<file path="src/rtl/serializador_mux8_pkg.sv">
// Shared types for the 8-bit serializer: FSM state encoding,
// parity mode codes and select start/end helpers.
package serializador_mux8_pkg;

  typedef enum logic [1:0] {
    OCIOSO = 2'd0,
    DADOS  = 2'd1,
    PAR    = 2'd2,
    FIM    = 2'd3
  } estado_t;

  // Parity mode codes (the PAR state name is taken by estado_t).
  localparam int PARID_NENHUMA = 0;
  localparam int PARID_PAR     = 1;
  localparam int PARID_IMPAR   = 2;

  function automatic logic [2:0] sel_inicial(input bit lsb);
    return lsb ? 3'd0 : 3'd7;
  endfunction

  function automatic logic [2:0] sel_final(input bit lsb);
    return lsb ? 3'd7 : 3'd0;
  endfunction

endpackage

</file>
<file path="src/rtl/serializador_mux8_mux8para1.sv">
// 1-bit 8:1 multiplexer.
// Ports: i0..i7 data bits, sel 3-bit select, y selected bit.
module Mux8para1 (
  input  logic       i0,
  input  logic       i1,
  input  logic       i2,
  input  logic       i3,
  input  logic       i4,
  input  logic       i5,
  input  logic       i6,
  input  logic       i7,
  input  logic [2:0] sel,
  output logic       y
);

  always_comb begin
    y = 1'b0;
    unique case (sel)
      3'd0: y = i0;
      3'd1: y = i1;
      3'd2: y = i2;
      3'd3: y = i3;
      3'd4: y = i4;
      3'd5: y = i5;
      3'd6: y = i6;
      3'd7: y = i7;
      default: y = 1'b0;
    endcase
  end

endmodule

</file>
<file path="src/rtl/serializador_mux8.sv">
// Parallel-to-serial converter driving a Mux8para1 select.
// Ports: clk, rst (async high), start/dados load, aceita handshake,
//        pronto, bit_out, bit_valido, fim, sel (observation).
module serializador_mux8
  import serializador_mux8_pkg::*;
#(
  parameter int LSB_PRIMEIRO = 1,
  parameter int PARIDADE     = 0
) (
  input  logic       clk,
  input  logic       rst,
  input  logic       start,
  input  logic [7:0] dados,
  input  logic       aceita,
  output logic       pronto,
  output logic       bit_out,
  output logic       bit_valido,
  output logic       fim,
  output logic [2:0] sel
);

  localparam bit LSB = (LSB_PRIMEIRO != 0);
  // Mode 3 is illegal and behaves like no parity.
  localparam bit USA_PAR = (PARIDADE == PARID_PAR) ||
                           (PARIDADE == PARID_IMPAR);
  localparam bit IMPAR = (PARIDADE == PARID_IMPAR);

  estado_t    estado_q, estado_d;
  logic [2:0] sel_q, sel_d;
  logic [7:0] palavra_q, palavra_d;
  logic       acc_q, acc_d;
  logic       mux_y;

  Mux8para1 u_mux (
    .i0  (palavra_q[0]),
    .i1  (palavra_q[1]),
    .i2  (palavra_q[2]),
    .i3  (palavra_q[3]),
    .i4  (palavra_q[4]),
    .i5  (palavra_q[5]),
    .i6  (palavra_q[6]),
    .i7  (palavra_q[7]),
    .sel (sel_q),
    .y   (mux_y)
  );

  always_ff @(posedge clk or posedge rst) begin
    if (rst) begin
      estado_q  <= OCIOSO;
      sel_q     <= 3'd0;
      palavra_q <= 8'd0;
      acc_q     <= 1'b0;
    end else begin
      estado_q  <= estado_d;
      sel_q     <= sel_d;
      palavra_q <= palavra_d;
      acc_q     <= acc_d;
    end
  end

  always_comb begin
    estado_d  = estado_q;
    sel_d     = sel_q;
    palavra_d = palavra_q;
    acc_d     = acc_q;
    unique case (estado_q)
      OCIOSO: begin
        if (start) begin
          estado_d  = DADOS;
          palavra_d = dados;
          sel_d     = sel_inicial(LSB);
          acc_d     = 1'b0;
        end
      end
      DADOS: begin
        if (aceita) begin
          // Every data bit, including the last, feeds the parity.
          acc_d = acc_q ^ mux_y;
          // Last-bit test precedes the step, so sel never wraps.
          if (sel_q == sel_final(LSB)) begin
            estado_d = USA_PAR ? PAR : FIM;
          end else if (LSB) begin
            sel_d = sel_q + 3'd1;
          end else begin
            sel_d = sel_q - 3'd1;
          end
        end
      end
      PAR: begin
        if (aceita) estado_d = FIM;
      end
      FIM: estado_d = OCIOSO;
      default: estado_d = OCIOSO;
    endcase
  end

  assign pronto     = (estado_q == OCIOSO);
  assign bit_valido = (estado_q == DADOS) || (estado_q == PAR);
  assign fim        = (estado_q == FIM);
  assign sel        = sel_q;

  always_comb begin
    bit_out = 1'b0;
    unique case (estado_q)
      DADOS:   bit_out = mux_y;
      PAR:     bit_out = acc_q ^ IMPAR;
      default: bit_out = 1'b0;
    endcase
  end

endmodule

</file>
<file path="config.mk">
export PLATFORM = sky130hd
export DESIGN_NAME = serializador_mux8
export DESIGN_NICKNAME = d
export VERILOG_FILES = /design/src/rtl/serializador_mux8_pkg.sv /design/src/rtl/serializador_mux8_mux8para1.sv /design/src/rtl/serializador_mux8.sv
export SDC_FILE = /design/constraint.sdc
export NUM_CORES = 1
export LEC_CHECK = 0
export BUFFER_PORTS_ARGS = -buffer_cell sky130_fd_sc_hd__buf_2
export CORE_ASPECT_RATIO = 1.25
export CORE_UTILIZATION = 38
export DETAILED_ROUTE_END_ITERATION = 7
export HOLD_SLACK_MARGIN = 0.06
export SLEW_MARGIN = 20
export SYNTH_ARGS = -nofsm -noshare
export SYNTH_HDL_FRONTEND = slang
export SYNTH_SLANG_ARGS = --single-unit
</file>
<file path="constraint.sdc">
create_clock -name clk -period 2.7 [get_ports clk]
set_input_delay 0.81 -clock clk [delete_from_list [all_inputs] [get_ports clk]]
set_output_delay 0.81 -clock clk [all_outputs]
set_load 0.05 [all_outputs]
</file>
==> results of run 1 <==
## kinds of logic (layout without fill, tap and decap cells)
group	after synthesis	in the layout	share of synthesized area [%]
compound gates	18	18	16.3
simple gates	17	17	10.3
flops	14	14	41.1
fa+ha+maj	11	11	16.2
mux	10	10	13.1
buf+inv	7	35	3.08
## metrics by stage
step	area (µm²)	power, W
6_report	1170	0.00137
3_5_place_dp	992	0.00108
4_1_cts	1140	0.00134
3_3_place_gp	992	0.00108
5_1_grt	1170	0.00147
2_1_floorplan	865	0.000944
## worst max-delay path by stage
stage	from	slack (ns)	cells after the start	end
2_1_floorplan	sel[0]	0.003	5	bit_out
5_1_grt	sel[1]	-0.13	7	bit_out
4_1_cts	sel[0]	-0.08	7	bit_out
3_3_place_gp	sel[0]	0.14	6	bit_out
6_report	sel[1]	-0.03	6	bit_out
3_5_place_dp	sel[1]	0.07	7	bit_out
## power groups by stage
stage	registers [W]	clock network [W]	logic [W]
3_3_place_gp	0.000397	0	0.000679
3_5_place_dp	0.000397	0	0.000687
2_1_floorplan	0.000416	0	0.000528
5_1_grt	0.000420	0.000169	0.000886
4_1_cts	0.000402	0.000162	0.000776
6_report	0.000403	0.000158	0.000810
## worst max-delay path, stage by stage, from the launching register on
cell	delay, ns
dfrtp_2	0.44
inv_2	0.07
ha_4	0.17
or4_4	0.53
o211ai_1	0.18
a21boi_4	0.08
buf_6	0.16
## routing by layer
layer,global-route usage (%),vias to the layer above,wire (µm)
met5,0,-,0
met4,7.58,0,28
met3,1.95,5,46
met2,30.6,14,928
met1,20.6,326,789
li1,-,333,-
## registers in the layout (all words and copies together) (netlist names)
name	cells
acc_q	1
estado_q	2
palavra_q	8
sel	3
## timing repair
item / in CTS / in global routing
endpoints found under the setup margin: 1 / 1
gates cloned: 0 / 0
hold buffers: 0 / 0
buffers inserted: 4 / 2
pin swaps: 5 / 7
resized for setup: 17 / 5
## synth_stat cells
library cell and count:
inv_1 7, ha_1 11, o2111ai_1 1, o211ai_2 1, dfrtp_1 14, nand3_1 1
or4_4 1, o21ba_1 1, o211a_1 1, mux2i_1 1, o21ai_0 5, nor2b_1 1
a22o_2 1, a21boi_1 1, a22oi_1 4, o211ai_1 1, nand2_1 10, nand2b_1 3
and3b_1 1, mux2_2 9, a22o_1 2
## placed cells by master, fill, tap and decap left out
cell,synthesis,layout
buf_2,0,17
dfrtp_1,14,11
nand2_1,10,9
mux2_2,9,9
ha_1,11,6
o21ai_0,5,5
inv_1,7,5
ha_4,0,5
buf_4,0,5
a22oi_2,0,4
nand2b_1,3,3
clkbuf_4,0,3
dfrtp_2,0,3
a22o_1,2,2
inv_2,0,2
buf_6,0,2
o21ba_1,1,1
nand3_1,1,1
nand2_2,0,1
or4_4,1,1
o211a_1,1,1
and3b_1,1,1
o2111ai_1,1,1
o211ai_2,1,1
nor2b_1,1,1
mux2i_1,1,1
a22o_2,1,1
o211ai_1,1,1
a21boi_4,0,1
clkbuf_8,0,1
## cell type report
class                      count  area (µm²)  area share (%)
timing repair buffer          24         145            12.4
inverter                       7        26.3            2.24
sequential                    14         354            30.2
multi-input combinational     56         572            48.8
clock buffer                   4        36.3            3.10
tap                           30        37.5            3.21
==> impl_metrics.py, run 1 <==
metrics = {
    "route": {
        "vias_per_cell": 5.02,
        "drt_iter0_drc": 2,
        "drc": 0,
        "first_pass_iters": 4,
        "num_vias": 678,
        "routedWlPerCell_um": 13.3,
        "antenna_left": 0,
        "wirelength_um": 1790,
    },
    "synthesis": {
        "yosysTopAreaCell": "dfrtp_1",
        "ys_types": 21,
        "synth_warnings": 0,
        "synthCells": 77,
        "netlist_top_cells_area": "dfrtp_1 41%, ha_1 16%, mux2_2 12%, nand2_1 4.4%, a22oi_1 3.5%",
        "synth.avg_cell_area_um2": 11.1,
        "synth_seq_cells": 14,
        "syn_area_um2": 852,
        "netlist.area_leader.share_pct": 41.1,
        "ys_seq_area_share_pct": 41.1,
        "syn-num-nets": 100,
    },
    "die": {
        "die_h_um": 54.9,
        "fp.dieW_um": 44.4,
        "core_mm2": 0.00205,
        "dieArea_mm2": 0.00244,
        "row_count": 18,
        "start_util_pct": 41.6,
        "top_level_ports": 19,
    },
    "power": {
        "p_seq_share_pct": 29.4,
        "swShare_pct": 45.2,
        "powerDensity_mw_per_mm2": 1170,
        "peakVddDrop_uv": 1080,
        "clkPwrFrac_pct": 11.5,
        "intPower_w": 0.000752,
        "power.switching_w": 0.000619,
        "combPwrFrac_pct": 59.1,
        "leakagePower_nw": 0.550,
    },
    "placement": {
        "routabilityCongestion": 0.867,
        "dp_cells": 125,
        "post-place-ws_ns": 0.0694,
        "dp_hpwl_um": 1290,
        "port_buffers": 18,
    },
    "timing": {
        "rsz0062_at_grt": "yes",
        "tns_ns": -0.0316,
        "finClkSkew_ns": 0.00666,
        "setup_viol": 1,
        "setup_ws_ns": -0.0316,
        "slew_headroom_pct": 63.6,
        "tightest_slew_ns": 0.545,
        "fmax_ghz": 0.366,
        "fin_hold_ws_ns": 0.529,
        "fin_crit_ns": 2.73,
        "fin_crit_sh_pct": 101,
        "slew_viol_final": 0,
        "hold_viol": 0,
    },
    "run_status": {
        "status": "complete, but fails checks",
        "violations": "negative setup slack",
    },
    "setup_path": {
        "endpoint_kind": "output pin",
        "startpoint_type": "register",
        "crit_required_ns": 1.89,
        "reg2reg_from": "sel[1]",
        "arrival_ns": 1.92,
        "critical_path_class": "reg2out",
        "reg2reg_depth": 7,
        "r2r_end": "acc_q",
        "worstPathMaxFanout": 4,
        "ff2ff_setup_slack_ns": 1.02,
    },
    "hold_path": {
        "hold_path_class": "reg2reg",
        "hold_path_startpoint": "palavra_q[6]",
        "min_to": "palavra_q[6]",
        "whs_path_depth": 1,
    },
    "clock_network": {
        "cts.htree.levels": 1,
        "cts_tree": "yes",
        "cts_buffers": 3,
        "cts_buffer_depth": 2,
        "clkLatencyLatePin_ns": 0.29,
        "clkSinkCount": 14,
        "clockRootBuffer": "clkbuf_4",
        "path_clk_slew_ns": 0.10,
    },
    "job": {
        "max_cap_violations": 0,
    },
    "layout": {
        "n_fill_cell": 196,
        "fin_cells": 135,
        "final_layout_size_suffix_gt1_share_pct": 53.3,
        "syn_to_final_growth_pct": 37.4,
        "antenna_cells": 0,
        "utilization_pct": 57.1,
        "layout.nets": 129,
    },
    "global_route": {
        "grt_max_degree": 15,
        "overflow": 0,
        "grt_pass1_vias": 659,
        "grtUsageTotal_pct": 17.1,
        "antenna_found_initial": 0,
        "grt_pass1_wl_um": 2900,
    },
}
No activity file was read; power rests on OpenSTA's default activity.
==> inputs of run 2 (changes only) <==
BUFFER_PORTS_ARGS = -buffer_cell sky130_fd_sc_hd__buf_4   (was -buffer_cell sky130_fd_sc_hd__buf_2)
==> run 2 against run 1 <==
Effect of this change: the run still ends with negative setup slack left; cell area rose by 9.0%; highest routed layer unchanged; non-clock buffer count is 7 higher; register-to-register slack got worse by 0.81 ns.
==> impl_metrics.py, run 2 (same netlist as run 1, synthesis figures left out) <==
metrics = {
    "route": {
        "wirelength_um": 1960,
        "drt_iter0_drc": 8,
        "antenna_left": 0,
        "num_vias": 729,
        "first_pass_iters": 4,
        "routedWlPerCell_um": 13.8,
        "drc": 0,
        "vias_per_cell": 5.13,
    },
    "timing": {
        "slew_headroom_pct": 62.6,
        "setup_viol": 1,
        "fmax_ghz": 0.368,
        "slew_viol_final": 0,
        "finClkSkew_ns": 0.00566,
        "setup_ws_ns": -0.0165,
        "fin_crit_sh_pct": 101,
        "rsz0062_at_grt": "yes",
        "tightest_slew_ns": 0.561,
        "hold_viol": 0,
        "fin_crit_ns": 2.72,
    },
    "power": {
        "powerDensity_mw_per_mm2": 1130,
        "combPwrFrac_pct": 61.0,
        "p_seq_share_pct": 28.3,
        "power.switching_w": 0.000642,
        "swShare_pct": 44.4,
        "intPower_w": 0.000804,
        "finalPower_w": 0.00145,
        "leakagePower_nw": 0.600,
        "peakVddDrop_uv": 650,
        "clkPwrFrac_pct": 10.7,
    },
    "global_route": {
        "antenna_found_initial": 0,
        "grt_pass1_wl_um": 3210,
        "overflow": 0,
        "grtUsageTotal_pct": 18.6,
        "grt_pass1_vias": 687,
        "grt_max_degree": 15,
    },
    "layout": {
        "layout_commonest_cell": "buf_4",
        "largest_reg_flops": 8,
        "regMostFlops": "palavra_q",
        "fin_cells": 142,
        "final_layout_size_suffix_gt1_share_pct": 57.1,
        "antenna_cells": 0,
        "n_fill_cell": 168,
        "layout_common_cells": "29 x buf_4, 11 x dfrtp_1, 10 x nand2_1",
        "layout.nets": 136,
        "syn_to_final_growth_pct": 49.8,
    },
    "clock_network": {
        "clockRootBuffer": "clkbuf_4",
        "cts_buffers": 3,
        "clkSinkCount": 14,
        "cts.htree.levels": 1,
        "path_clk_slew_ns": 0.09,
        "cts_buffer_depth": 2,
        "clkLatencyLatePin_ns": 0.28,
        "cts_tree": "yes",
    },
    "placement": {
        "port_buffers": 18,
        "dp_hpwl_um": 1300,
        "routabilityCongestion": 0.739,
        "dp_cells": 125,
    },
    "die": {
        "core_mm2": 0.00205,
        "start_util_pct": 41.6,
        "dieArea_mm2": 0.00244,
        "top_level_ports": 19,
        "row_count": 18,
        "fp.dieW_um": 44.4,
        "die_h_um": 54.9,
    },
    "setup_path": {
        "endpoint_kind": "output pin",
        "crit_required_ns": 1.89,
        "worstPathMaxFanout": 5,
        "critical_path_class": "reg2out",
        "arrival_ns": 1.91,
        "startpoint_type": "register",
    },
    "job": {
        "max_cap_violations": 0,
    },
    "run_status": {
        "violations": "negative setup slack",
        "status": "complete, but fails checks",
    },
    "hold_path": {
        "hold_path_class": "reg2reg",
    },
}
==> run 2: changes by cell type in the layout (fill, tap and decap cells not counted), sizes merged <==
cell,previous run,this run
buf,24,31
==> run 2: path summary, 6_finish.rpt <==
kind / from / end / slack [ns] / cells past startpoint
max: sel[1] / bit_out / -0.02 / 7
min: palavra_q[1] / palavra_q[1] / 0.54 / 1
max reg2reg: sel[0] / acc_q / 0.21 / 14
min reg2reg: palavra_q[1] / palavra_q[1] / 0.54 / 1
max in group asynchronous: rst / sel[0] / 1.73 / 2
min in group asynchronous: rst / estado_q[0] / 0.57 / 2
==> run 2: what timing repair did <==
action,4_1_cts,5_1_grt
resized for setup,17,5
gates cloned,0,0
pin swaps,8,11
endpoints found under the setup margin,1,2
buffers inserted,13,2
hold buffers,0,0
==> run 2: routing by layer <==
metal / up-vias / routed length [µm] / global-route usage (%)
li1: 347 / - / -
met1: 359 / 801 / 22.9
met2: 19 / 1060 / 32.1
met3: 4 / 69 / 2.27
met4: 0 / 27 / 9.09
met5: - / 0 / 0
==> run 2: layout make-up <==
type / instances / area, µm² / area share (%)
multi-input cells: 56 / 582 / 45.6
flip-flops and latches: 14 / 354 / 27.7
repair buffers: 31 / 240 / 18.8
well taps: 30 / 37.5 / 2.94
clock buffers: 4 / 36.3 / 2.84
inverters: 7 / 26.3 / 2.06
==> run 2: metrics by stage <==
| step | util (%) | instance area [µm²] | setup WS [ns] | hold WS, ns | TNS [ns] |
|---|---|---|---|---|---|
| global route | 62.3 | 1280 | -0.118 | 0.555 | -0.118 |
| finish | 62.3 | 1280 | -0.0165 | 0.537 | -0.0165 |
| detailed placement | 50.6 | 1040 | 0.0842 | 0.499 | 0 |
| floorplan | - | 865 | 0.00348 | 0.479 | 0 |
| global placement | 50.6 | 1040 | 0.111 | 0.488 | 0 |
| CTS | 60.7 | 1240 | -0.0428 | 0.518 | -0.0428 |
==> run 2: power by group through the flow <==
stage | clock network (W) | logic [W] | registers, W
6_report | 0.000155 | 0.000882 | 0.000409
5_1_grt | 0.000168 | 0.000955 | 0.000423
4_1_cts | 0.000159 | 0.000838 | 0.000403
3_5_place_dp | 0 | 0.000726 | 0.000397
3_3_place_gp | 0 | 0.000715 | 0.000396
2_1_floorplan | 0 | 0.000528 | 0.000416
==> run 2: critical path: stages (launching register included) <==
cell,delay [ns]
dfrtp_2,0.44
inv_2,0.07
ha_4,0.18
o21ba_4,0.19
a22oi_2,0.23
o211ai_1,0.18
a21boi_4,0.17
buf_6,0.17
